--- src/rtl/mips_pkg.sv ---
// mips_pkg: shared constants for the MIPS pipeline slice.
//   - default datapath / register-specifier widths
//   - bit positions inside the 9-bit control bundle
//     {RegWrite,MemtoReg,MemRead,MemWrite,ALUSrc,RegDst,Branch,ALUOp[1:0]}
//   - the NOP control bundle used for pipeline bubbles
package mips_pkg;

    localparam int DATA_W = 32;
    localparam int REG_AW = 5;
    localparam int CTRL_W = 9;

    localparam int CTRL_REGWRITE = 8;
    localparam int CTRL_MEMTOREG = 7;
    localparam int CTRL_MEMREAD  = 6;
    localparam int CTRL_MEMWRITE = 5;
    localparam int CTRL_ALUSRC   = 4;
    localparam int CTRL_REGDST   = 3;
    localparam int CTRL_BRANCH   = 2;
    localparam int CTRL_ALUOP    = 0;   // low bit of the 2-bit ALUOp field

    localparam logic [CTRL_W-1:0] CTRL_NOP = '0;

endpackage

--- src/rtl/hazard_detect.sv ---
// hazard_detect: combinational load-use hazard detection.
// Ports:
//   idex_memread  in   instruction in EX is a load
//   idex_rt       in   destination of that load
//   ifid_rs       in   rs of the instruction in ID
//   ifid_rt       in   rt of the instruction in ID
//   ifid_uses_rt  in   ID instruction reads rt as a source
//   flush         in   redirect in progress; suppresses the stall
//   hazard_stall  out  1 = insert a bubble this cycle
//   pc_write      out  0 = hold PC
//   ifid_write    out  0 = hold IF/ID
module hazard_detect
    import mips_pkg::*;
#(
    parameter int REG_AW_P = REG_AW
) (
    input  logic              idex_memread,
    input  logic [REG_AW_P-1:0] idex_rt,
    input  logic [REG_AW_P-1:0] ifid_rs,
    input  logic [REG_AW_P-1:0] ifid_rt,
    input  logic              ifid_uses_rt,
    input  logic              flush,
    output logic              hazard_stall,
    output logic              pc_write,
    output logic              ifid_write
);

    logic rs_match;
    logic rt_match;

    always_comb begin
        rs_match = (idex_rt == ifid_rs);
        rt_match = ifid_uses_rt && (idex_rt == ifid_rt);
        // $0 is never really written, so a load to it cannot create a dependency.
        // A flush squashes the dependent instruction anyway, so the redirect must not be held.
        hazard_stall = idex_memread && (idex_rt != '0) && (rs_match || rt_match) && !flush;
        pc_write     = !hazard_stall;
        ifid_write   = !hazard_stall;
    end

endmodule

--- src/rtl/idex_stage.sv ---
// idex_stage: ID/EX pipeline register with load-use hazard handling.
// Ports:
//   clk, reset                     clock, async active-high reset
//   flush                          squash the instruction in ID
//   ifid_rs/rt/rd, ifid_uses_rt    register specifiers of the ID instruction
//   id_rdata1/2, id_imm, id_ctrl   decoded operands and control bundle
//   IDEXregRs/Rt/Rd                registered specifiers (to forwarding unit)
//   idex_rdata1/2, idex_imm        registered operands
//   idex_ctrl                      registered control bundle
//   pc_write, ifid_write           stall controls (combinational)
//   hazard_stall                   bubble inserted because of load-use
//   bubble_count                   saturating count of load-use bubbles
module idex_stage
    import mips_pkg::*;
#(
    parameter int DATA_W_P = DATA_W,
    parameter int REG_AW_P = REG_AW,
    parameter int CNT_W    = 16
) (
    input  logic                clk,
    input  logic                reset,
    input  logic                flush,
    input  logic [REG_AW_P-1:0] ifid_rs,
    input  logic [REG_AW_P-1:0] ifid_rt,
    input  logic [REG_AW_P-1:0] ifid_rd,
    input  logic                ifid_uses_rt,
    input  logic [DATA_W_P-1:0] id_rdata1,
    input  logic [DATA_W_P-1:0] id_rdata2,
    input  logic [DATA_W_P-1:0] id_imm,
    input  logic [CTRL_W-1:0]   id_ctrl,
    output logic [REG_AW_P-1:0] IDEXregRs,
    output logic [REG_AW_P-1:0] IDEXregRt,
    output logic [REG_AW_P-1:0] IDEXregRd,
    output logic [DATA_W_P-1:0] idex_rdata1,
    output logic [DATA_W_P-1:0] idex_rdata2,
    output logic [DATA_W_P-1:0] idex_imm,
    output logic [CTRL_W-1:0]   idex_ctrl,
    output logic                pc_write,
    output logic                ifid_write,
    output logic                hazard_stall,
    output logic [CNT_W-1:0]    bubble_count
);

    logic [REG_AW_P-1:0] rs_q, rs_d, rt_q, rt_d, rd_q, rd_d;
    logic [DATA_W_P-1:0] rdata1_q, rdata1_d, rdata2_q, rdata2_d, imm_q, imm_d;
    logic [CTRL_W-1:0]   ctrl_q, ctrl_d;
    logic [CNT_W-1:0]    cnt_q, cnt_d;
    logic                stall;

    hazard_detect #(.REG_AW_P(REG_AW_P)) u_hazard (
        .idex_memread (ctrl_q[CTRL_MEMREAD]),
        .idex_rt      (rt_q),
        .ifid_rs      (ifid_rs),
        .ifid_rt      (ifid_rt),
        .ifid_uses_rt (ifid_uses_rt),
        .flush        (flush),
        .hazard_stall (stall),
        .pc_write     (pc_write),
        .ifid_write   (ifid_write)
    );

    always_comb begin
        // Bubble: zero specifiers keep the forwarding unit from ever matching it.
        rs_d     = '0;
        rt_d     = '0;
        rd_d     = '0;
        rdata1_d = '0;
        rdata2_d = '0;
        imm_d    = '0;
        ctrl_d   = CTRL_NOP;
        if (!flush && !stall) begin
            rs_d     = ifid_rs;
            rt_d     = ifid_rt;
            rd_d     = ifid_rd;
            rdata1_d = id_rdata1;
            rdata2_d = id_rdata2;
            imm_d    = id_imm;
            ctrl_d   = id_ctrl;
        end

        cnt_d = cnt_q;
        if (stall && (cnt_q != {CNT_W{1'b1}})) begin
            cnt_d = cnt_q + 1'b1;
        end
    end

    always_ff @(posedge clk or posedge reset) begin
        if (reset) begin
            rs_q     <= '0;
            rt_q     <= '0;
            rd_q     <= '0;
            rdata1_q <= '0;
            rdata2_q <= '0;
            imm_q    <= '0;
            ctrl_q   <= CTRL_NOP;
            cnt_q    <= '0;
        end else begin
            rs_q     <= rs_d;
            rt_q     <= rt_d;
            rd_q     <= rd_d;
            rdata1_q <= rdata1_d;
            rdata2_q <= rdata2_d;
            imm_q    <= imm_d;
            ctrl_q   <= ctrl_d;
            cnt_q    <= cnt_d;
        end
    end

    assign IDEXregRs    = rs_q;
    assign IDEXregRt    = rt_q;
    assign IDEXregRd    = rd_q;
    assign idex_rdata1  = rdata1_q;
    assign idex_rdata2  = rdata2_q;
    assign idex_imm     = imm_q;
    assign idex_ctrl    = ctrl_q;
    assign hazard_stall = stall;
    assign bubble_count = cnt_q;

endmodule

--- config.mk ---
export PLATFORM = sky130hd
export DESIGN_NAME = idex_stage
export DESIGN_NICKNAME = d
export VERILOG_FILES = /design/src/rtl/mips_pkg.sv /design/src/rtl/hazard_detect.sv /design/src/rtl/idex_stage.sv
export SDC_FILE = /design/constraint.sdc
export NUM_CORES = 1
export LEC_CHECK = 0
export BUFFER_PORTS_ARGS = -buffer_cell sky130_fd_sc_hd__buf_2
export CORE_ASPECT_RATIO = 0.7
export CORE_UTILIZATION = 44
export CTS_BUF_LIST = sky130_fd_sc_hd__clkbuf_8 sky130_fd_sc_hd__clkbuf_16
export DETAILED_ROUTE_END_ITERATION = 12
export PLACE_DENSITY = 0.76
export SLEW_MARGIN = 20
export SYNTH_ARGS = -nofsm -noshare
export SYNTH_HDL_FRONTEND = slang
export SYNTH_SLANG_ARGS = --single-unit
--- constraint.sdc ---
create_clock -name clk -period 6.5 [get_ports clk]
set_clock_uncertainty 0.15 [all_clocks]
set_input_delay 1.3 -clock clk [delete_from_list [all_inputs] [get_ports clk]]
set_output_delay 1.3 -clock clk [all_outputs]
set_load 0.01 [all_outputs]
* Word level (Yosys, flattened, before mapping) *
Index checks and enable logic that the tools add are counted.

storage, ports and cells
  register bits = 136
  output and inout port bits = 139
  word-level logic and storage cells = 29

operators by class
  add/subtract/negate cells = 1
  equality and inequality tests = 3
  multiplexer cells = 7
  reductions and logical operators = 10

operators by type and width
  kind                                            number
  two-way mux 32 bit                              3
  adder 16 x 1 -> 16 bit (second input constant)  1
  != test 16 bit (second input constant)          1
  two-way mux 5 bit                               3
  == test 5 bit                                   2
  two-way mux 9 bit                               1
  logical AND 1 bit                               6
  nonzero test 5 bit                              1
  zero test 1 bit                                 2
  logical OR 1 bit                                1

* Longest topological paths before layout *
  word-level depth = 8
  gate-level depth with buffers = 7

* Cells and area by module *
Synthesis repeated with hierarchy kept, for this count alone.

unflattened totals
  cell total of the unflattened synthesis = 348
  area total of the unflattened synthesis = 4789.6 µm²

modules (own cells, without submodules)
  module         instances  cells each  area each (µm²)  sequential area each (µm²)
  idex_stage     1          328         4634.4           3403.3
  hazard_detect  1          20          155.1            0.0

* Worst setup path before layout *
OpenSTA, ideal clock, no wires.

  path kind = input port to output port
  from = input port ifid_rs[4]
  to = output port pc_write
  data arrival time = 2547 ps
  data required time = 5050 ps
  slack = 2503 ps
  stages = 6
  cells stage by stage = xnor2_1 > nand3_1 > o22ai_2 > clkbuf_1 > nand3_1 > buf_4

on the way
  cells in the longest elaborated chain, start to end = 5

RTL lines
  what                            RTL line             RTL
  from (decl)                     idex_stage.sv:23     input logic [REG_AW_P-1:0] ifid_rs,
  == test 5 bit                   hazard_detect.sv:32  rs_match = (idex_rt == ifid_rs);
  logical OR 1 bit                hazard_detect.sv:36  hazard_stall = idex_memread && (idex_rt != '0) && (rs_match || rt_match) && !flush;
  logical AND 1 bit (2 in a row)  hazard_detect.sv:36
  zero test 1 bit                 --
  to (decl)                       idex_stage.sv:38     output logic pc_write,

Every way passes these cells.

* Final worst setup path *
  from = input port ifid_rs[4]
  to = output port hazard_stall

on the way
  cells in the longest elaborated chain, start to end = 4

RTL lines
  what                            RTL line             RTL
  == test 5 bit                   hazard_detect.sv:32
  logical OR 1 bit                hazard_detect.sv:36
  logical AND 1 bit (2 in a row)  hazard_detect.sv:36
  to (decl)                       idex_stage.sv:40     output logic hazard_stall,

Every way passes these cells.

==> reports/metrics.cfg <==
[logic_synthesis]
synth_edf_count = 0
synthFlopType = dfrtp_1
syn_area_per_cell_um2 = 13.9
yosysSeqAreaShare = 0.704
synth_warnings = 0
async_flop_share = 1.00
yosys-top-cells-area = dfrtp_1 70%, and2_1 16%, xnor2_1 4.5%
ys_ff_latch = 136
synthTopCellsByCount = 136 x dfrtp_1, 122 x and2_1, 25 x xnor2_1
synth_area_um2 = 4830
yosysTopAreaCell = dfrtp_1
ys_types = 23
yosysMostFrequentCell = dfrtp_1
syn-num-nets = 473
syn_inst = 348
synth_top_cell_area_share = 0.704

[timing]
tightest_slew_ns = 0.879
rsz0062_at_grt = false
setup_tns_ns = 0
max_freq_ghz = 0.237
slew_viol_final = 0
setup_viol = 0
fin_crit_sh = 0.650
fin_crit_ns = 4.22
slew_headroom = 0.414
hold_violations = 0

[route]
vias = 3422
drt.antenna.violating_nets = 0
drt_first_pass_iters = 4
wl_per_cell_um = 14.7
drt_wl_total_um = 11400
drt_iter0_markers = 149
via_per_inst = 4.41
remaining_drc_errors = 0

[cts]
cts-resized-gates = 0
numCtsBuffers = 17
h-tree-depth = 4
cts_root_buffer = clkbuf_16
cts_buffer_depth = 2
insertion_delay_ns = 0.40
cts_hold_buf = 0
cts_tree = built
cts.sinks = 136
cts_setup_buffers = 0
cts.clk_slew.worst_paths_ns = 0.05

[global_routing]
grt_pass1_wl_um = 17100
grt_start_max_net_pins = 75
gr-total-overflow = 0
track_usage = 0.203
grt_pass1_vias = 3371
antenna_found_initial = 0

[pwr]
p_leak_nw = 3.71
p_switching_mw = 0.455
p_int_mw = 1.66
p_clk_frac = 0.488
p_sw_frac = 0.215
power_frac_comb = 0.084
irDropWorstVdd_v = 0.000201
p_per_area_nw_per_um2 = 307
seq_power_share = 0.428

[cells_and_area]
fin_cells = 776
fin_nets = 741
diodes = 0
utilization = 0.654
syn_to_final_growth_pct = 42.2
layout-drive-gt1-share = 0.478
fill_cells = 815

[die]
die-area_um2 = 11400
die_x_um = 127
start_util = 0.460
ios = 263
core_area_um2 = 10500
core.rowCount = 31
die-height_um = 89.7

[placement]
port_buffers = 262
dp_cells = 744
gp_congestion = 0.869
post-dp-hpwl_um = 8210

[min_path]
min_path_type = reg -> reg
hold_depth = 1

[worst_setup_path]
critPathLaunchType = input pin
crit_fanout = 17
crit_path_end_kind = output pin
cp.arrival_ns = 2.77
r2r_cells = 5
critPathSlowestCell = o22ai_2
cp.required_ns = 5.05
crit_type = in -> out
slowest_delay_ns = 0.64
path_cells = buf_2 > xnor2_1 > nand3_1 > o22ai_2 > nand3_1 > inv_1 > buf_2

[run_status]
run_status = completed

[job]
max_cap_violations = 0

[final timing paths]
| path | to | from | slack (ns) |
|---|---|---|---|
| setup reg to reg | idex_rdata1[14] | IDEXregRt[1] | 3.76 |
| hold reg to reg | bubble_count[15] | bubble_count[15] | 0.34 |
| max in group asynchronous | idex_rdata1[23] | reset | 4.09 |
| setup / recovery | hazard_stall | ifid_rs[4] | 2.28 |
| hold / removal | bubble_count[15] | bubble_count[15] | 0.34 |
| min in group asynchronous | idex_rdata2[2] | reset | 0.80 |
[cell families after synthesis]
kind of cell / synth area share
compound gates: 0.00802
flops: 0.704
simple gates: 0.205
fa+ha+maj: 0.00259
xor+xnor: 0.0453
mux: 0.00233
buf+inv: 0.0326
[placed cells by master (no fill, tap or decap), types with 3 or more instances in the layout]
master and instances:
buf_2 262, clkbuf_8 4, xnor2_1 25, bufinv_16 4
nor4_1 4, and3_1 3, clkbuf_16 17, dfrtp_1 136
nand2_1 10, and2_1 122, nand4_1 12, inv_6 3
clkinvlp_4 3, nand3_1 6
[metrics by stage]
step | hold WS (ns) | cell area (um^2) | setup WS (ns) | total power, mW
2_1_floorplan | 0.376 | 4830 | 1.41 | 1.01
3_3_place_gp | 0.336 | 6200 | 2.37 | 1.09
3_5_place_dp | 0.340 | 6200 | 2.29 | 1.10
4_1_cts | 0.351 | 6850 | 2.28 | 2.13
5_1_grt | 0.379 | 6870 | 2.01 | 2.20
6_report | 0.344 | 6870 | 2.28 | 2.11
[sequential cells by signal (all words and copies together) (netlist names)]
name,cells
idex_rdata2,32
IDEXregRs,5
idex_imm,32
idex_ctrl,9
idex_rdata1,32
bubble_count,16
IDEXregRd,5
IDEXregRt,5
[area by class of cell]
cell class                 instances  area (um^2)  share of cell area
sequential                       136         3400               0.495
timing repair buffer             265         1350               0.197
multi-input combinational        194         1270               0.185
clock buffer                      21          480              0.0699
tap                              148          185              0.0269
clock inverter                    10          165              0.0240
inverter                           2         12.5             0.00182
[power by group through the flow]
stage          sequential [mW]  combinational (mW)  clock [mW]
6_report                 0.904               0.177        1.03
5_1_grt                  0.908               0.197        1.09
4_1_cts                  0.905               0.178        1.05
3_5_place_dp             0.920               0.177           0
3_3_place_gp             0.917               0.173           0
2_1_floorplan            0.942              0.0669           0
[routing by layer]
metal / vias up / routed length (um) / track usage
met5: - / 0 / 0
met4: 0 / 119 / 0.0768
met3: 10 / 817 / 0.0652
met2: 142 / 5960 / 0.355
met1: 1636 / 4490 / 0.237
li1: 1634 / - / -
[critical path, delay by kind of cell]
kind                   cells  cell delay (ns)
AO/OA/AOI/OAI              1             0.64
XOR/XNOR                   1             0.16
buffers and inverters      3             0.33
AND/OR/NAND/NOR            2             0.34
No activity file was read; power rests on OpenSTA's default activity.
